<file path="config.mk">
export PLATFORM = sky130hd
export DESIGN_NAME = timer
export DESIGN_NICKNAME = d
export VERILOG_FILES = /design/src/rtl/timer_pkg.sv /design/src/rtl/timer_prescaler.sv /design/src/rtl/timer.sv
export SDC_FILE = /design/constraint.sdc
export NUM_CORES = 1
export LEC_CHECK = 0
export ABC_AREA = 0
export ABC_CLOCK_PERIOD_IN_PS = 7000
export CORE_MARGIN = 5
export CORE_UTILIZATION = 33
export DETAILED_ROUTE_END_ITERATION = 7
export PLACE_DENSITY_LB_ADDON = 0.08
export SLEW_MARGIN = 20
export SYNTH_ARGS = -nofsm -noshare
export SYNTH_HDL_FRONTEND = slang
export SYNTH_SLANG_ARGS = --single-unit
export TNS_END_PERCENT = 50
</file>
<file path="constraint.sdc">
create_clock -name clock -period 7 [get_ports clock]
set_input_delay 2.1 -clock clock [delete_from_list [all_inputs] [get_ports clock]]
set_output_delay 2.1 -clock clock [all_outputs]
set_load 0.005 [all_outputs]
</file>
<file path="src/rtl/timer_pkg.sv">
// Shared definitions for the memory-mapped 64-bit machine timer:
// register indices, CTRL bit positions, reset values and the byte-lane merge helper.
package timer_pkg;

    typedef enum logic [2:0] {
        REG_TIME_LO  = 3'd0,
        REG_TIME_HI  = 3'd1,
        REG_CMP_LO   = 3'd2,
        REG_CMP_HI   = 3'd3,
        REG_CTRL     = 3'd4,
        REG_PRESCALE = 3'd5,
        REG_RSVD_6   = 3'd6,
        REG_RSVD_7   = 3'd7
    } reg_idx_e;

    localparam int CTRL_RUN    = 0;
    localparam int CTRL_IRQ_EN = 1;

    localparam logic [63:0] CMP_RESET = '1;

    // Each set bit of sel replaces one byte of old_val with the matching byte of wr_val.
    function automatic logic [31:0] merge_bytes(
        input logic [31:0] old_val,
        input logic [31:0] wr_val,
        input logic [3:0]  sel
    );
        logic [31:0] result;
        result = old_val;
        for (int lane = 0; lane < 4; lane++) begin
            if (sel[lane]) begin
                result[8*lane +: 8] = wr_val[8*lane +: 8];
            end
        end
        return result;
    endfunction

endpackage

</file>
<file path="src/rtl/timer_prescaler.sv">
// 16-bit reloadable down-counter; emits a one-cycle tick when it reaches zero while running.
module prescaler (
    input  logic        clock,
    input  logic        reset,
    input  logic        run,
    input  logic        load,
    input  logic [15:0] value,
    output logic        tick
);

    logic [15:0] pre;

    assign tick = run && (pre == 16'd0);

    // NOTE: state registers use non-blocking assignments so every flop samples pre-edge values.
    always_ff @(posedge clock) begin
        if (reset) begin
            pre <= 16'd0;
        end else if (load || tick) begin
            pre <= value;
        end else if (run) begin
            pre <= pre - 16'd1;
        end
    end

endmodule

</file>
<file path="src/rtl/timer.sv">
// Memory-mapped 64-bit machine timer bus slave with prescaler, compare register,
// atomic LO/HI read via a high-word shadow, and a registered level interrupt.
module timer
    import timer_pkg::*;
#(
    parameter int ADDR_BITS = 26,
    parameter int WORD_BITS = 32
) (
    input  logic                 clock,
    input  logic                 reset,
    input  logic [ADDR_BITS-1:0] addr,
    input  logic [WORD_BITS-1:0] in,
    output logic [WORD_BITS-1:0] out,
    input  logic                 write,
    input  logic [3:0]           select,
    input  logic                 strobe,
    output logic                 ack,
    output logic                 retry,
    output logic                 irq
);

    reg_idx_e    idx;
    logic        rd_en;
    logic        wr_en;
    logic        wr_time_lo;
    logic        wr_time_hi;
    logic        wr_cmp_lo;
    logic        wr_cmp_hi;
    logic        wr_ctrl;
    logic        wr_prescale;

    logic [63:0] mtime;
    logic [63:0] cmp;
    logic [31:0] hi_shadow;
    logic [1:0]  ctrl;
    logic [15:0] prescale;

    logic [31:0] rdata;
    logic [31:0] time_lo_wdata;
    logic [31:0] time_hi_wdata;
    logic [31:0] cmp_lo_wdata;
    logic [31:0] cmp_hi_wdata;
    logic [31:0] ctrl_wdata;
    logic [31:0] prescale_wdata;
    logic [15:0] prescale_next;
    logic        tick;
    logic        unused_bits;

    assign idx   = reg_idx_e'(addr[4:2]);
    assign rd_en = strobe && !write;
    assign wr_en = strobe && write;
    assign retry = 1'b0;

    assign unused_bits = ^{addr[ADDR_BITS-1:5], addr[1:0],
                           ctrl_wdata[31:2], prescale_wdata[31:16]};

    // NOTE: every combinational output gets a default first so no latch is inferred.
    always_comb begin
        wr_time_lo  = 1'b0;
        wr_time_hi  = 1'b0;
        wr_cmp_lo   = 1'b0;
        wr_cmp_hi   = 1'b0;
        wr_ctrl     = 1'b0;
        wr_prescale = 1'b0;
        rdata       = 32'd0;
        unique case (idx)
            REG_TIME_LO:  begin wr_time_lo  = wr_en; rdata = mtime[31:0];          end
            REG_TIME_HI:  begin wr_time_hi  = wr_en; rdata = hi_shadow;            end
            REG_CMP_LO:   begin wr_cmp_lo   = wr_en; rdata = cmp[31:0];            end
            REG_CMP_HI:   begin wr_cmp_hi   = wr_en; rdata = cmp[63:32];           end
            REG_CTRL:     begin wr_ctrl     = wr_en; rdata = {30'd0, ctrl};        end
            REG_PRESCALE: begin wr_prescale = wr_en; rdata = {16'd0, prescale};    end
            default:      rdata = 32'd0;
        endcase
    end

    always_comb begin
        time_lo_wdata  = merge_bytes(mtime[31:0], in[31:0], select);
        time_hi_wdata  = merge_bytes(mtime[63:32], in[31:0], select);
        cmp_lo_wdata   = merge_bytes(cmp[31:0], in[31:0], select);
        cmp_hi_wdata   = merge_bytes(cmp[63:32], in[31:0], select);
        ctrl_wdata     = merge_bytes({30'd0, ctrl}, in[31:0], select);
        prescale_wdata = merge_bytes({16'd0, prescale}, in[31:0], select);
        prescale_next  = wr_prescale ? prescale_wdata[15:0] : prescale;
    end

    // The reload value tracks a same-cycle PRESCALE write so load and reload share one input.
    prescaler u_prescaler (
        .clock (clock),
        .reset (reset),
        .run   (ctrl[CTRL_RUN]),
        .load  (wr_prescale),
        .value (prescale_next),
        .tick  (tick)
    );

    always_ff @(posedge clock) begin
        if (reset) begin
            ack       <= 1'b0;
            out       <= '0;
            irq       <= 1'b0;
            mtime     <= 64'd0;
            cmp       <= CMP_RESET;
            hi_shadow <= 32'd0;
            ctrl      <= 2'd0;
            prescale  <= 16'd0;
        end else begin
            ack <= strobe;
            out <= rd_en ? rdata : '0;

            if (rd_en && idx == REG_TIME_LO) begin
                hi_shadow <= mtime[63:32];
            end

            // A software write to either TIME half suppresses that cycle's increment.
            if (wr_time_lo) begin
                mtime[31:0] <= time_lo_wdata;
            end else if (wr_time_hi) begin
                mtime[63:32] <= time_hi_wdata;
            end else if (tick) begin
                mtime <= mtime + 64'd1;
            end

            if (wr_cmp_lo) cmp[31:0]  <= cmp_lo_wdata;
            if (wr_cmp_hi) cmp[63:32] <= cmp_hi_wdata;
            if (wr_ctrl)   ctrl       <= ctrl_wdata[1:0];
            prescale <= prescale_next;

            irq <= ctrl[CTRL_IRQ_EN] && (mtime >= cmp);
        end
    end

endmodule

</file>
# Yosys cells after proc, flatten, opt, wreduce, memory -nomap -nowiden
# Cells that the tools add are included.
[totals] reg_bits=228 latchBits=0 ramBits=0 rom_bits=0 mem_count=0
[op_classes] add_sub_neg=2 mul=0 div_mod_pow=0 magnitude_cmp=1 eq_ne=14 shift=0 n_mux=20 bitwise=2 n_reduce_logical=30
[op_table] operator="$pmux W32 S6" count=1
[op_table] operator="$mux W32" count=3
[op_table] operator="$add A64 B1 Y64 const B" count=1
[op_table] operator="$ge A64 B64 Y1" count=1
[op_table] operator="$mux W64" count=1
[op_table] operator="$mux W16" count=3
[op_table] operator="$mux W8" count=6
[op_table] operator="$reduce_and A3 Y1" count=8
[op_table] operator="$ne A2 B2 Y1 const B" count=9
[op_table] operator="$reduce_and A2 Y1" count=9
[op_table] operator="$logic_not A16 Y1" count=1
[op_table] operator="$sub A16 B1 Y16 const B" count=1
[op_table] operator="$eq A3 B2 Y1 const B" count=2
[op_table] operator="$eq A3 B3 Y1 const B" count=2
[op_table] operator="$mux W1" count=6
[op_table] operator="$reduce_bool A2 Y1" count=3
[op_table] operator="$logic_and A1 B1 Y1" count=5
[op_table] operator="$eq A3 B1 Y1 const B" count=1
[op_table] operator="$logic_not A3 Y1" count=1
[op_table] operator="$not A1 Y1" count=2
[op_table] operator="$reduce_or A2 Y1" count=1
[op_table] operator="$logic_not A1 Y1" count=1
[op_table] operator="$logic_or A1 B1 Y1" count=1

# Logic depth before layout (Yosys ltp)
# Gate-level depths: netlist (run 1).
[depth] depth_word=5 mapped_depth=12

# Modules after synthesis
# A second synthesis (run 1) with hierarchy kept.
[unflattened] cells_unflattened=1540 hier_area_um2=12677.2
[by_module_without_submodules] module="timer" n_inst=1 cells_each=1426 area_per_inst_um2=11646.2 seq_area_each_um2=4244.1
[by_module_without_submodules] module="prescaler" n_inst=1 cells_each=114 area_per_inst_um2=1031.0 seq_area_each_um2=320.3

# Worst setup path before layout (run 1)
# No wires, ideal clock.
[synth_timing] kind="in2reg" start="input port addr[2]" end="register mtime[53]" t_arrival_ns=3.990 setup_slack_ns=2.918 stages=9 cell_sequence="clkbuf_1 -> nor3b_1 -> and2_1 -> buf_2 -> buf_1 -> nor2_1 -> a21oi_1 -> nor2_1 -> nor4_1"
[synth_via] elab_chain_cells=4
[synth_rtl] element="start, declared" line_no="timer.sv:11" text="input logic [ADDR_BITS-1:0] addr,"
[synth_rtl] element="$eq A3 B1 Y1 or $logic_not A3 Y1 (tied branches)" line_no="timer.sv:66" text="unique case (idx)"
[synth_rtl] element="$mux W1" line_no="timer.sv:66"
[synth_rtl] element="$ne A2 B2 Y1 (no source line), or another cell as far along"
[synth_rtl] element="$reduce_and A3 Y1 (no source line)"
[synth_rtl] element="end signal, assigned" line_no="timer.sv:119" text="mtime[63:32] <= time_hi_wdata;"
[synth_rtl] element="end signal, assigned" line_no="timer.sv:121" text="mtime <= mtime + 64'd1;"
[synth_rtl] element="end, declared" line_no="timer.sv:32" text="logic [63:0] mtime;"
# Several ways; a longest one is shown, not always the timed one.
# A chain may end at the register's enable or synchronous reset.

# Worst setup path in the final report (run 1)
[layout_timing] start="input port strobe" end="register mtime[16]"
[layout_via] elab_chain_cells=4
[layout_rtl] element="start, declared" line_no="timer.sv:16" text="input logic strobe,"
[layout_rtl] element="$logic_and A1 B1 Y1 (*)" line_no="timer.sv:51" text="assign wr_en = strobe && write;"
[layout_rtl] element="$mux W1" line_no="timer.sv:66"
[layout_rtl] element="$ne A2 B2 Y1 (no source line) or $reduce_bool A2 Y1 (tied branches)"
[layout_rtl] element="$reduce_and A3 Y1 (no source line)"
[layout_rtl] element="end signal, assigned" line_no="timer.sv:117" text="mtime[31:0] <= time_lo_wdata;"
[layout_rtl] element="end signal, assigned" line_no="timer.sv:121"
# Mark *: on every way between the ends. The rest lies on a longest branch, timed or not.

==> out/qor.txt, run 1 <==
Rel. slew slack -> 0.293
final instance area -> 0.0144 mm2
compound-gate portion of the synthesized area -> 0.241
# setup viols final -> 0
DR pass1 iterations -> 5
CTS Buffer Depth -> 3
final slew viol count -> 0
FP Rows -> 71
wire length per cell -> 21.5 um
Total Wirelength -> 45.7 mm
vias in the first global route -> 11300
XOR/XNOR share of the synthesized area -> 0.0113
Fmax -> 208 MHz
pin count of the biggest net entering global routing -> 59
Seq pwr share -> 0.458
hold_buf cts -> 0
CTS tree -> yes
IO buf count -> 76
synth unique cells -> 74
Fillers -> 3907
grt met1 use -> 0.311
Clock power frac -> 0.469
GRT met2 Usage -> 0.338
Yosys warning count -> 0
sw power -> 736 uW
logic gate share of total power -> 0.073
die width -> 204 um
DP Area -> 0.0136 mm2
io pins -> 101
GRT busiest layer -> met2
post-synthesis simple-gate area fraction -> 0.227
CP endpoint kind -> register
initial antenna violation count -> 0
RSZ-0062 raised after global routing -> no
clock-pin slew on the worst setup and hold paths -> 0.06 ns
main combinational cell family by area after synthesis -> compound AO/OA/AOI/OAI gates
Synth Flop Type -> dfxtp_1
Vias/cell -> 5.56
fin crit period -> 4.80 ns
TritonCTS Buffers -> 27
overall routing resource usage -> 0.215
Die Y -> 204 um
TNS Setup -> 0 ns
detailed placement HPWL -> 32.3 mm
Critical Path Start Type -> input port
Clock Sink Count -> 228
number of synthesized register bits -> 228
clk_skew -> 0.0105 ns
Cell Int Power -> 2.20 mW
share of layout cells above drive strength 1 -> 0.0563
first-pass GRT wire length -> 69.8 mm
Avg Inst Size Synth -> 7.88 um2
DRT antenna net count -> 0
Fin. Hold Viols -> 0
Synth async-reset ratio -> 0
Crit Path Max Fanout -> 23
Worst Hold Class -> register to register
Least-Margin Pin Slew -> 1.05 ns
synth-to-layout area growth -> 16.3%
WP data required -> 7.40 ns
die area -> 0.0415 mm2
syn nets -> 1705
htree depth -> 1
post-synthesis mux area share -> 0.0290
Data arrival, critical path -> 5.20 ns
gp weighted congestion -> 0.861
critical path class -> input port to register
grt ovf -> 0
Post-Synth Adder-Cell Area -> 0.0667
status -> complete, no violations
post-cts sizing count -> 0
post-CTS setup buffer count -> 0
nets -> 1729
Place WS -> 1.71 ns
P_leak -> 5.52 nW
met3 Resource Use GR -> 0.0351
Clock Tree Root -> clkbuf_16
core area -> 0.0374 mm2
1st-iter DRT viols -> 918
period utilization -> 0.685
MaxCap Viol Count -> 0
pwr/cell area -> 204 mW/mm2
Max rail drop VDD -> 175 uV
Clock Latency Late Sink -> 0.55 ns
Post-Syn Instances -> 1573
DRC violations left -> 0
Sw Ratio -> 0.251
Vias -> 11800
Post-synth EDFFs -> 0
Initial Util -> 0.331
Seq/Total Area, Yosys -> 0.368
setup slack after layout -> 2.20 ns
Mapped Area -> 0.0124 mm2
-- state kept, by name (all words and copies together) (netlist names) --
name,flops
ack,1
cmp,64
ctrl,2
hi_shadow,32
irq,1
mtime,64
out,32
prescale,16
u_prescaler.pre,16
-- per-layer routing --
layer	wire (um)	vias up	part of all wire
met5	0	-	0
met4	775	0	0.017
met3	2360	48	0.052
met2	20300	281	0.44
met1	22300	5754	0.49
li1	-	5745	-
-- final timing paths --
path,from,to,slack (ns),depth (start not counted)
setup / recovery,strobe,mtime[16]$_SDFFE_PP0P_,2.20,9
hold reg to reg,hi_shadow[28]$_SDFFE_PP0P_,hi_shadow[28]$_SDFFE_PP0P_,0.45,2
setup reg to reg,mtime[1]$_SDFFE_PP0P_,mtime[50]$_SDFFE_PP0P_,3.53,8
hold / removal,hi_shadow[28]$_SDFFE_PP0P_,hi_shadow[28]$_SDFFE_PP0P_,0.45,2
-- power by group through the flow --
stage          logic [mW]  clock network [mW]  registers, mW
3_3_place_gp        0.212                   0           1.37
6_report            0.213                1.38           1.34
4_1_cts             0.214                1.41           1.34
3_5_place_dp        0.213                   0           1.37
2_1_floorplan       0.117                   0           1.36
5_1_grt             0.233                1.47           1.35
-- cells by family (layout without fill, tap and decap cells) --
logic type,after synthesis,count (layout)
flip-flops,228,228
AND/OR/NAND/NOR,612,612
AO/OA/AOI/OAI,444,444
other,1,2
multiplexers,28,28
XOR/XNOR,16,16
adder cells (fa/ha/maj),66,66
buffers and inverters,178,221
-- cell usage in the layout (no fill, tap or decap), types with 11 or more instances in the layout --
| cell | Yosys | final |
|---|---|---|
| nand2_1 | 262 | 262 |
| dfxtp_1 | 228 | 228 |
| nor2_1 | 139 | 137 |
| a21oi_1 | 119 | 119 |
| inv_1 | 76 | 76 |
| clkdlybuf4s50_1 | 0 | 75 |
| a22oi_1 | 68 | 68 |
| o211ai_1 | 66 | 66 |
| ha_1 | 66 | 66 |
| nand3_1 | 49 | 49 |
| o21ai_0 | 46 | 46 |
| nand4_1 | 31 | 31 |
| a211oi_1 | 28 | 28 |
| clkbuf_16 | 0 | 27 |
| o31ai_1 | 23 | 23 |
| nor3_1 | 23 | 22 |
| and3_1 | 22 | 22 |
| nor4_1 | 21 | 21 |
| buf_4 | 3 | 21 |
| mux2i_1 | 19 | 19 |
| o21ai_1 | 15 | 14 |
| a21o_1 | 14 | 14 |
| xnor2_1 | 11 | 11 |
-- worst max-delay path, cell delays in order --
cell and delay [ns]:
clkdlybuf4s50_1 0.47, and2_1 0.44, and2_2 0.40, buf_4 0.24, or4_4 0.59, a21oi_4 0.46, a21bo_1 0.26, a22oi_1 0.15
nor2_1 0.06
-- area by class of cell --
type,count,area [um2],area share
Multi-Input combinational cell,1167,7160,0.497
Sequential cell,228,4560,0.317
Timing Repair Buffer,96,908,0.0630
Clock buffer,45,833,0.0578
Tap cell,511,639,0.0444
Inverter,77,289,0.0201
Clock inverter,3,15.0,0.00104
Antenna cell,1,2.50,0.000174
-- cell usage after synthesis (5+ instances only) --
library cell	number	area share
o31ai_1	23	0.014
a211oi_1	28	0.017
and4_1	8	0.0057
xnor2_1	11	0.0078
a311oi_1	5	0.0035
and2_1	9	0.0045
nand4_1	31	0.016
a22oi_1	68	0.041
xor2_1	5	0.0035
mux4_2	6	0.011
inv_1	76	0.023
nor4_1	21	0.011
buf_1	10	0.0030
nand2b_1	9	0.0045
ha_1	66	0.067
o22ai_1	7	0.0035
dfxtp_1	228	0.37
a21oi_1	119	0.048
nor3_1	23	0.0093
nor2_1	139	0.042
nand2_1	262	0.079
o22a_1	8	0.0057
o21ai_0	46	0.019
a221oi_1	7	0.0049
or3_1	6	0.0030
nor2b_1	7	0.0035
o21ai_1	15	0.0061
and3_1	22	0.011
mux2i_1	19	0.015
nand3_1	49	0.020
clkbuf_1	82	0.025
a21o_1	14	0.0085
o211ai_1	66	0.040
-- through the flow --
| step | util | cells | hold slack, ns | total power [mW] |
|---|---|---|---|---|
| floorplan | - | 1573 | 0.433 | 1.48 |
| global placement | 0.362 | 2079 | 0.443 | 1.58 |
| detailed placement | 0.362 | 2079 | 0.447 | 1.59 |
| CTS | 0.385 | 2127 | 0.455 | 2.97 |
| global route | 0.385 | 2127 | 0.470 | 3.04 |
| finish | 0.385 | 2128 | 0.453 | 2.93 |
No activity file was read; power rests on OpenSTA's default activity.
==> run 2, diff against run 1 <==
ABC_CLOCK_PERIOD_IN_PS = 4000   (was 7000)
clock period = 4 ns   (was 7 ns; I/O delays follow)
==> run 2 against run 1 <==
Effect of this change: clock skew increased by 0.0014 ns; cell area grew 2.8%; worst setup slack worse by 1.5 ns; highest routed layer unchanged.
==> out/qor.txt, run 2 (synthesis results as in run 1) <==
biggest regs -> cmp x64, mtime x64
WP data required -> 4.45 ns
Total Wirelength -> 46.1 mm
FP Rows -> 71
Sw Ratio -> 0.244
Vias/cell -> 5.52
multi-input logic area -> 0.00714 mm2
TNS Setup -> 0 ns
die width -> 204 um
Clock Latency Late Sink -> 0.56 ns
logic gate share of total power -> 0.075
Least-Margin Pin Slew -> 1.05 ns
pwr/cell area -> 359 mW/mm2
post-cts sizing count -> 0
critical path class -> register to register
synth-to-layout area growth -> 19.5%
Fmax -> 299 MHz
CTS tree -> yes
core area -> 0.0374 mm2
die area -> 0.0415 mm2
period utilization -> 0.836
setup slack after layout -> 0.656 ns
DRT antenna net count -> 0
CTS Buffer Depth -> 3
IO buf count -> 76
Cell Int Power -> 4.02 mW
vias in the first global route -> 11400
Die Y -> 204 um
RSZ-0062 raised after global routing -> no
share of layout cells above drive strength 1 -> 0.0784
Clock Tree Root -> clkbuf_16
Clock power frac -> 0.484
Data arrival, critical path -> 3.79 ns
Fin. Hold Viols -> 0
overall routing resource usage -> 0.217
Place WS -> 0.318 ns
Seq pwr share -> 0.441
first-pass GRT wire length -> 70.8 mm
nets -> 1771
hold_buf cts -> 0
post-CTS setup buffer count -> 0
wire length per cell -> 21.3 um
detailed placement HPWL -> 33.6 mm
gp weighted congestion -> 0.849
MaxCap Viol Count -> 0
pin count of the biggest net entering global routing -> 49
Fillers -> 3830
initial antenna violation count -> 0
TritonCTS Buffers -> 29
worst hold stages -> 2
Reg2Reg Depth -> 9
grt ovf -> 0
most frequent cells in the layout -> 262 x nand2_1, 228 x dfxtp_1, 139 x nor2_1
1st-iter DRT viols -> 1061
register area -> 0.00456 mm2
status -> complete, no violations
Max rail drop VDD -> 317 uV
Clock Sink Count -> 228
Rel. slew slack -> 0.296
# setup viols final -> 0
commonest non-fill, non-tap cell in the layout -> nand2_1
Vias -> 12000
P_leak -> 5.78 nW
Initial Util -> 0.331
io pins -> 101
clk_skew -> 0.0119 ns
DRC violations left -> 0
final slew viol count -> 0
DR pass1 iterations -> 5
fin crit period -> 3.34 ns
Worst Hold Class -> register to register
sw power -> 1.30 mW
Critical Path Start Type -> register
clock-pin slew on the worst setup and hold paths -> 0.06 ns
Ant. Diodes -> 0
CP endpoint kind -> register
final core occ -> 0.396
htree depth -> 1
Crit Path Max Fanout -> 2
## run 2: cell types whose count changed in the layout (fill, tap and decap cells not counted), moves of 2 or more
cell and delta:
buf_12 +3, bufinv_16 +2, nor2_1 +2, clkbuf_8 -3, nor2_2 -2, clkbuf_16 +2, buf_4 +37
## run 2: per-layer routing
| metal | GRT usage | share of wire | vias to the layer above | wire (um) |
|---|---|---|---|---|
| li1 | - | - | 5834 | - |
| met1 | 0.319 | 0.48 | 5753 | 22200 |
| met2 | 0.340 | 0.44 | 320 | 20500 |
| met3 | 0.0289 | 0.053 | 66 | 2460 |
| met4 | 0.0508 | 0.021 | 0 | 948 |
| met5 | 0 | 0 | - | 0 |
## run 2: stage by stage
stage	cells	total power, mW	cell area [um2]	hold slack (ns)
floorplan	1573	2.59	12400	0.433
global placement	2119	2.79	13900	0.444
detailed placement	2119	2.79	13900	0.446
CTS	2169	5.40	14800	0.454
global route	2169	5.53	14800	0.472
finish	2169	5.32	14800	0.452
## run 2: area by class of cell
cell class / count / share of cell area
Clock inverter: 6 / 0.00566
Tap cell: 511 / 0.0432
Sequential cell: 228 / 0.308
Clock buffer: 44 / 0.0569
Multi-Input combinational cell: 1167 / 0.482
Timing Repair Buffer: 136 / 0.0842
Inverter: 77 / 0.0195
## run 2: final timing paths
kind | startpoint | to | slack (ns)
max | cmp[39]$_SDFFE_PP1P_ | irq$_SDFF_PP0_ | 0.66
min | hi_shadow[19]$_SDFFE_PP0P_ | hi_shadow[19]$_SDFFE_PP0P_ | 0.45
max reg2reg | cmp[39]$_SDFFE_PP1P_ | irq$_SDFF_PP0_ | 0.66
min reg2reg | hi_shadow[19]$_SDFFE_PP0P_ | hi_shadow[19]$_SDFFE_PP0P_ | 0.45
## run 2: worst max-delay path, stage by stage, from the launching register on
cell     delay [ns]
dfxtp_1        0.35
inv_1          0.08
ha_1           0.31
nand4_1        0.21
nor4_1         0.85
inv_1          0.23
nor4_1         0.47
a221o_1        0.24
a21oi_1        0.19
o21ai_0        0.31
## run 2: power by group through the flow
stage               clock network [mW]  registers [mW]  logic (mW)
floorplan                            0            2.38       0.204
global placement                     0            2.40       0.395
detailed placement                   0            2.40       0.396
CTS                               2.65            2.35       0.398
global route                      2.74            2.35       0.432
finish                            2.58            2.35       0.397
